**src/rtl/idc_pixel_port.sv**
```systemverilog
// rtl/idc_pixel_port.sv - pixel memory access port: index pair to linear address, req/ack with timeout
module idc_pixel_port #(
    parameter int IMG_WIDTH  = 256,
    parameter int IMG_HEIGHT = 256,
    parameter int ADDR_W     = 16,
    parameter int TIMEOUT    = 15
) (
    input  logic              clock,
    input  logic              reset,
    input  logic              op_valid,
    input  logic              op_write,
    input  logic [7:0]        rrr,
    input  logic [7:0]        crr,
    input  logic [7:0]        rwr,
    input  logic [7:0]        cwr,
    input  logic [7:0]        wdata,
    output logic              op_ready,
    output logic              done,
    output logic              err,
    output logic [7:0]        rdata,
    output logic              mem_req,
    output logic              mem_we,
    output logic [ADDR_W-1:0] mem_addr,
    output logic [7:0]        mem_wdata,
    input  logic              mem_ack,
    input  logic [7:0]        mem_rdata
);
    localparam int CNT_W  = $clog2(TIMEOUT + 1) + 1;
    localparam int PROD_W = ADDR_W + 8;

    typedef enum logic [1:0] {IDLE, ACCESS, RESP} state_t;

    state_t            r_state;
    state_t            w_next;
    logic              r_we;
    logic              r_err;
    logic [ADDR_W-1:0] r_addr;
    logic [7:0]        r_wdata;
    logic [7:0]        r_rdata;
    logic [CNT_W-1:0]  r_cnt;

    logic [7:0]        w_row;
    logic [7:0]        w_col;
    logic [ADDR_W-1:0] w_addr;
    logic              w_fault;
    logic              w_timeout;

    assign w_row     = op_write ? rwr : rrr;
    assign w_col     = op_write ? cwr : crr;
    // Product is formed wide and then truncated to the memory address width.
    assign w_addr    = ADDR_W'(PROD_W'(w_row) * PROD_W'(IMG_WIDTH) + PROD_W'(w_col));
    assign w_fault   = (32'(w_row) >= IMG_HEIGHT) || (32'(w_col) >= IMG_WIDTH);
    assign w_timeout = (r_cnt == CNT_W'(TIMEOUT));

    always_ff @(posedge clock) begin
        if (reset) begin
            r_state <= IDLE;
        end else begin
            r_state <= w_next;
        end
    end

    always_comb begin
        w_next = r_state;
        case (r_state)
            IDLE:    if (op_valid) w_next = w_fault ? RESP : ACCESS;
            ACCESS:  if (mem_ack || w_timeout) w_next = RESP;
            RESP:    w_next = IDLE;
            default: w_next = IDLE;
        endcase
    end

    always_ff @(posedge clock) begin
        if (reset) begin
            r_we    <= 1'b0;
            r_err   <= 1'b0;
            r_addr  <= '0;
            r_wdata <= '0;
            r_rdata <= '0;
            r_cnt   <= '0;
        end else begin
            case (r_state)
                IDLE: begin
                    if (op_valid) begin
                        r_we    <= op_write;
                        r_addr  <= w_addr;
                        r_wdata <= wdata;
                        r_err   <= w_fault;
                        r_cnt   <= '0;
                    end
                end
                ACCESS: begin
                    // An ack in the last allowed cycle wins over the timeout.
                    if (mem_ack) begin
                        if (!r_we) r_rdata <= mem_rdata;
                    end else if (w_timeout) begin
                        r_err <= 1'b1;
                    end else begin
                        r_cnt <= r_cnt + CNT_W'(1);
                    end
                end
                default: ;
            endcase
        end
    end

    assign op_ready  = (r_state == IDLE);
    assign mem_req   = (r_state == ACCESS);
    assign mem_we    = r_we && (r_state == ACCESS);
    assign mem_addr  = r_addr;
    assign mem_wdata = r_wdata;
    assign done      = (r_state == RESP);
    assign err       = r_err && (r_state == RESP);
    assign rdata     = r_rdata;
endmodule

```
**config.mk**
```make
export PLATFORM = sky130hd
export DESIGN_NAME = idc_pixel_port
export DESIGN_NICKNAME = d
export VERILOG_FILES = /design/src/rtl/idc_pixel_port.sv
export SDC_FILE = /design/constraint.sdc
export NUM_CORES = 1
export LEC_CHECK = 0
export CELL_PAD_IN_SITES_DETAIL_PLACEMENT = 0
export CELL_PAD_IN_SITES_GLOBAL_PLACEMENT = 1
export CORE_ASPECT_RATIO = 0.6
export CORE_MARGIN = 2
export CORE_UTILIZATION = 47
export DETAILED_ROUTE_END_ITERATION = 6
export DONT_BUFFER_PORTS = 1
export PLACE_DENSITY_LB_ADDON = 0.15
export SETUP_SLACK_MARGIN = 0.05
export SLEW_MARGIN = 20
export SYNTH_ARGS = -nofsm -noshare
export SYNTH_HDL_FRONTEND = slang
export SYNTH_SLANG_ARGS = --single-unit
```
**constraint.sdc**
```tcl
create_clock -name clock -period 5.1 [get_ports clock]
set_clock_uncertainty 0.1 [all_clocks]
set_input_delay 0.51 -clock clock [delete_from_list [all_inputs] [get_ports clock]]
set_output_delay 0.51 -clock clock [all_outputs]
set_load 0.05 [all_outputs]
```
==> flow_metrics.env <==
export IMPL_coreArea_um2=3637
export IMPL_multiInputGateArea_um2=850.8
export IMPL_setup_tns_ps=0
export IMPL_startpoint_type="register"
export IMPL_dieArea_um2=4284
export IMPL_grt_max_degree=43
export IMPL_antenna_found_initial=0
export IMPL_clockBufferDepth=2
export IMPL_hold_violations=0
export IMPL_drtIter0Drc=49
export IMPL_antennaDiodeCount=0
export IMPL_root_buffer="clkbuf_8"
export IMPL_synth_net_count=239
export IMPL_via_per_inst=5.540
export IMPL_grt_first_pass_wirelength_um=5526
export IMPL_ir_worst_vdd_mv=0.1643
export IMPL_min_path_type="in -> reg"
export IMPL_dpl_hpwl_um=2424
export IMPL_leakage_uw=0.0006942
export IMPL_grt_setup_unrepaired="false"
export IMPL_area_sequential_um2=820.8
export IMPL_worstMarginPinSlew_ps=902.2
export IMPL_max_stage_delay_ps=540
export IMPL_grt_remaining_overflow=0
export IMPL_cpLargestDelayFamily="simple AND/OR/NAND/NOR gates"
export IMPL_grt_pass1_vias=1154
export IMPL_path_class="reg -> out"
export IMPL_critical_path_max_fanout=8
export IMPL_placed_area_um2=1753
export IMPL_synth_area_per_cell_um2=9.608
export IMPL_gp_congestion=0.8049
export IMPL_status="completed"
export IMPL_final_nets=233
export IMPL_drv_cap=0
export IMPL_dr_total_vias=1252
export IMPL_fmax_ghz=0.4351
export IMPL_crit_buf_inv=0
export IMPL_setup_viol=0
export IMPL_crit_path_end_kind="primary output"
export IMPL_cts_resized_gates=0
export IMPL_ys_flop_type="dfxtp_1"
export IMPL_area_delta_synth_final_pct=3.822
export IMPL_finalMaxSlewViolations=0
export IMPL_design_area_um2=1836
export IMPL_io_pins=90
export IMPL_htreeDepth=2
export IMPL_fin_util=0.5046
export IMPL_synth_area_um2=1768
export IMPL_drc=0
export IMPL_fin_crit_sh=0.4507
export IMPL_synthArstFlopShare=0
export IMPL_crit_arrival_ps=1690
export IMPL_hold_buffers=0
export IMPL_routed_wl_um=3456
export IMPL_io_buffers=0
export IMPL_rows=17
export IMPL_ant_nets=0
export IMPL_numCtsBuffers=5
export IMPL_critPathRequiredTime_ps=4490
export IMPL_ys_seq_elements=41
export IMPL_ys_seq_area_frac=0.4643
export IMPL_ys_types=31
export IMPL_die_w_um=83.18
export IMPL_crit_path_top_delay_cell="dfxtp_1"
export IMPL_clk_latency_ps=290
export IMPL_die_h_um=51.51
export IMPL_synth_warnings=0
export IMPL_synth_edff_count=0
export IMPL_rrSetupSlack_ps=3070
export IMPL_final_min_clock_period_ps=2298
export IMPL_start_util=0.4861
export IMPL_postCtsSetupRepairBufs=0
export IMPL_track_usage=0.1680
export IMPL_cts_tree="done"
export IMPL_path_clk_slew_ps=80
export IMPL_power_density_nw_per_um2=374.2
export IMPL_dr_pass1_iters=4
export IMPL_fillers=348
export IMPL_syn_inst=184
export IMPL_layout_drive_gt1_share=0.1061
export IMPL_cts_sinks=41
export IMPL_drt_wirelength_per_cell_um=15.29
export IMPL_path_cells="and2b_2 > and2_1"
export IMPL_max_slew_margin=0.3963
-- cell type report --
class,instances,share of cell area
Sequential cell,41,0.4472
Multi-Input combinational cell,126,0.4635
Clock buffer,6,0.03954
Timing Repair Buffer,2,0.008180
Clock inverter,2,0.005453
Tap cell,47,0.03204
Inverter,2,0.004090
-- sequential cells by signal (all words and copies together), names as in the netlist --
signal,cells
mem_addr,16
mem_wdata,8
r_cnt,5
r_err,1
r_state,2
r_we,1
rdata,8
-- layout by cell type, fill, tap and decap left out --
cell	count
and4bb_2	1
and2_1	2
or3b_1	1
a41oi_1	1
buf_4	2
nor2_1	26
inv_1	2
ha_1	2
a311oi_1	1
a31oi_1	1
nor4b_4	1
nand2_1	21
o21ai_0	1
nor2b_1	1
a211oi_2	4
dfxtp_1	41
a21oi_1	14
nor3_1	1
nor3b_4	1
and3_1	1
a211oi_1	12
nand2b_1	3
clkbuf_8	5
and2b_2	1
a311oi_2	1
nand3_1	4
clkbuf_1	1
or4b_4	1
mux2i_1	24
clkinv_2	2
-- synth_stat cells, drive strengths merged, types with 2 or more instances --
library cell | number | area (um2)
a311oi | 2 | 23.77
a21oi | 14 | 70.07
dfxtp | 41 | 820.8
clkbuf | 6 | 26.28
nor2 | 26 | 97.59
nand2 | 21 | 78.83
a211oi | 16 | 140.1
ha | 2 | 25.02
nand3 | 4 | 20.02
and2 | 2 | 12.51
nand2b | 3 | 18.77
inv | 2 | 7.510
buf | 9 | 62.55
mux2i | 24 | 240.2
-- power breakdown --
part           switching (uW)  internal, uW  total (uW)  leakage, uW
Clock                     109          94.9         204    0.0000450
Sequential               77.4           340         417     0.000336
Combinational            37.6          28.1        65.8     0.000313
-- layer usage --
layer / global-route usage / up-vias / wire length (um)
met3: 0.06032 / 7 / 277
li1: - / 625 / -
met5: 0 / - / 0
met2: 0.2581 / 54 / 1494
met4: 0.09016 / 0 / 63
met1: 0.2102 / 566 / 1620
-- logic make-up (layout without fill, tap and decap cells) --
family                     Yosys count  after routing  synth area share
DFF                                 41             41            0.4643
and+or+nand+nor                     65             65            0.1875
buffers and inverters               17             12           0.05449
adders and majority gates            2              2           0.01415
muxes                               24             24            0.1359
AOI/OAI and AO/OA                   35             35            0.1437
-- path summary, 6_finish.rpt --
| path | depth (start not counted) | end | startpoint |
|---|---|---|---|
| setup / recovery | 2 | err | r_state[1] |
| hold / removal | 1 | mem_addr[10] | reset |
| setup reg to reg | 6 | r_cnt[3] | r_cnt[0] |
| hold reg to reg | 2 | r_cnt[4] | r_cnt[4] |
-- through the flow --
stage,total power (uW),worst slack [ps],std cells,hold WS [ps]
final,686.9,2802,226,180.5
after global routing,714.3,2729,226,162.2
after CTS,697.7,2787,226,162.7
after detailed placement,492.0,3082,218,359.0
after global placement,488.5,3128,218,353.9
after floorplan,489.6,2628,184,340.2
Power figures use the tool's default switching activity.
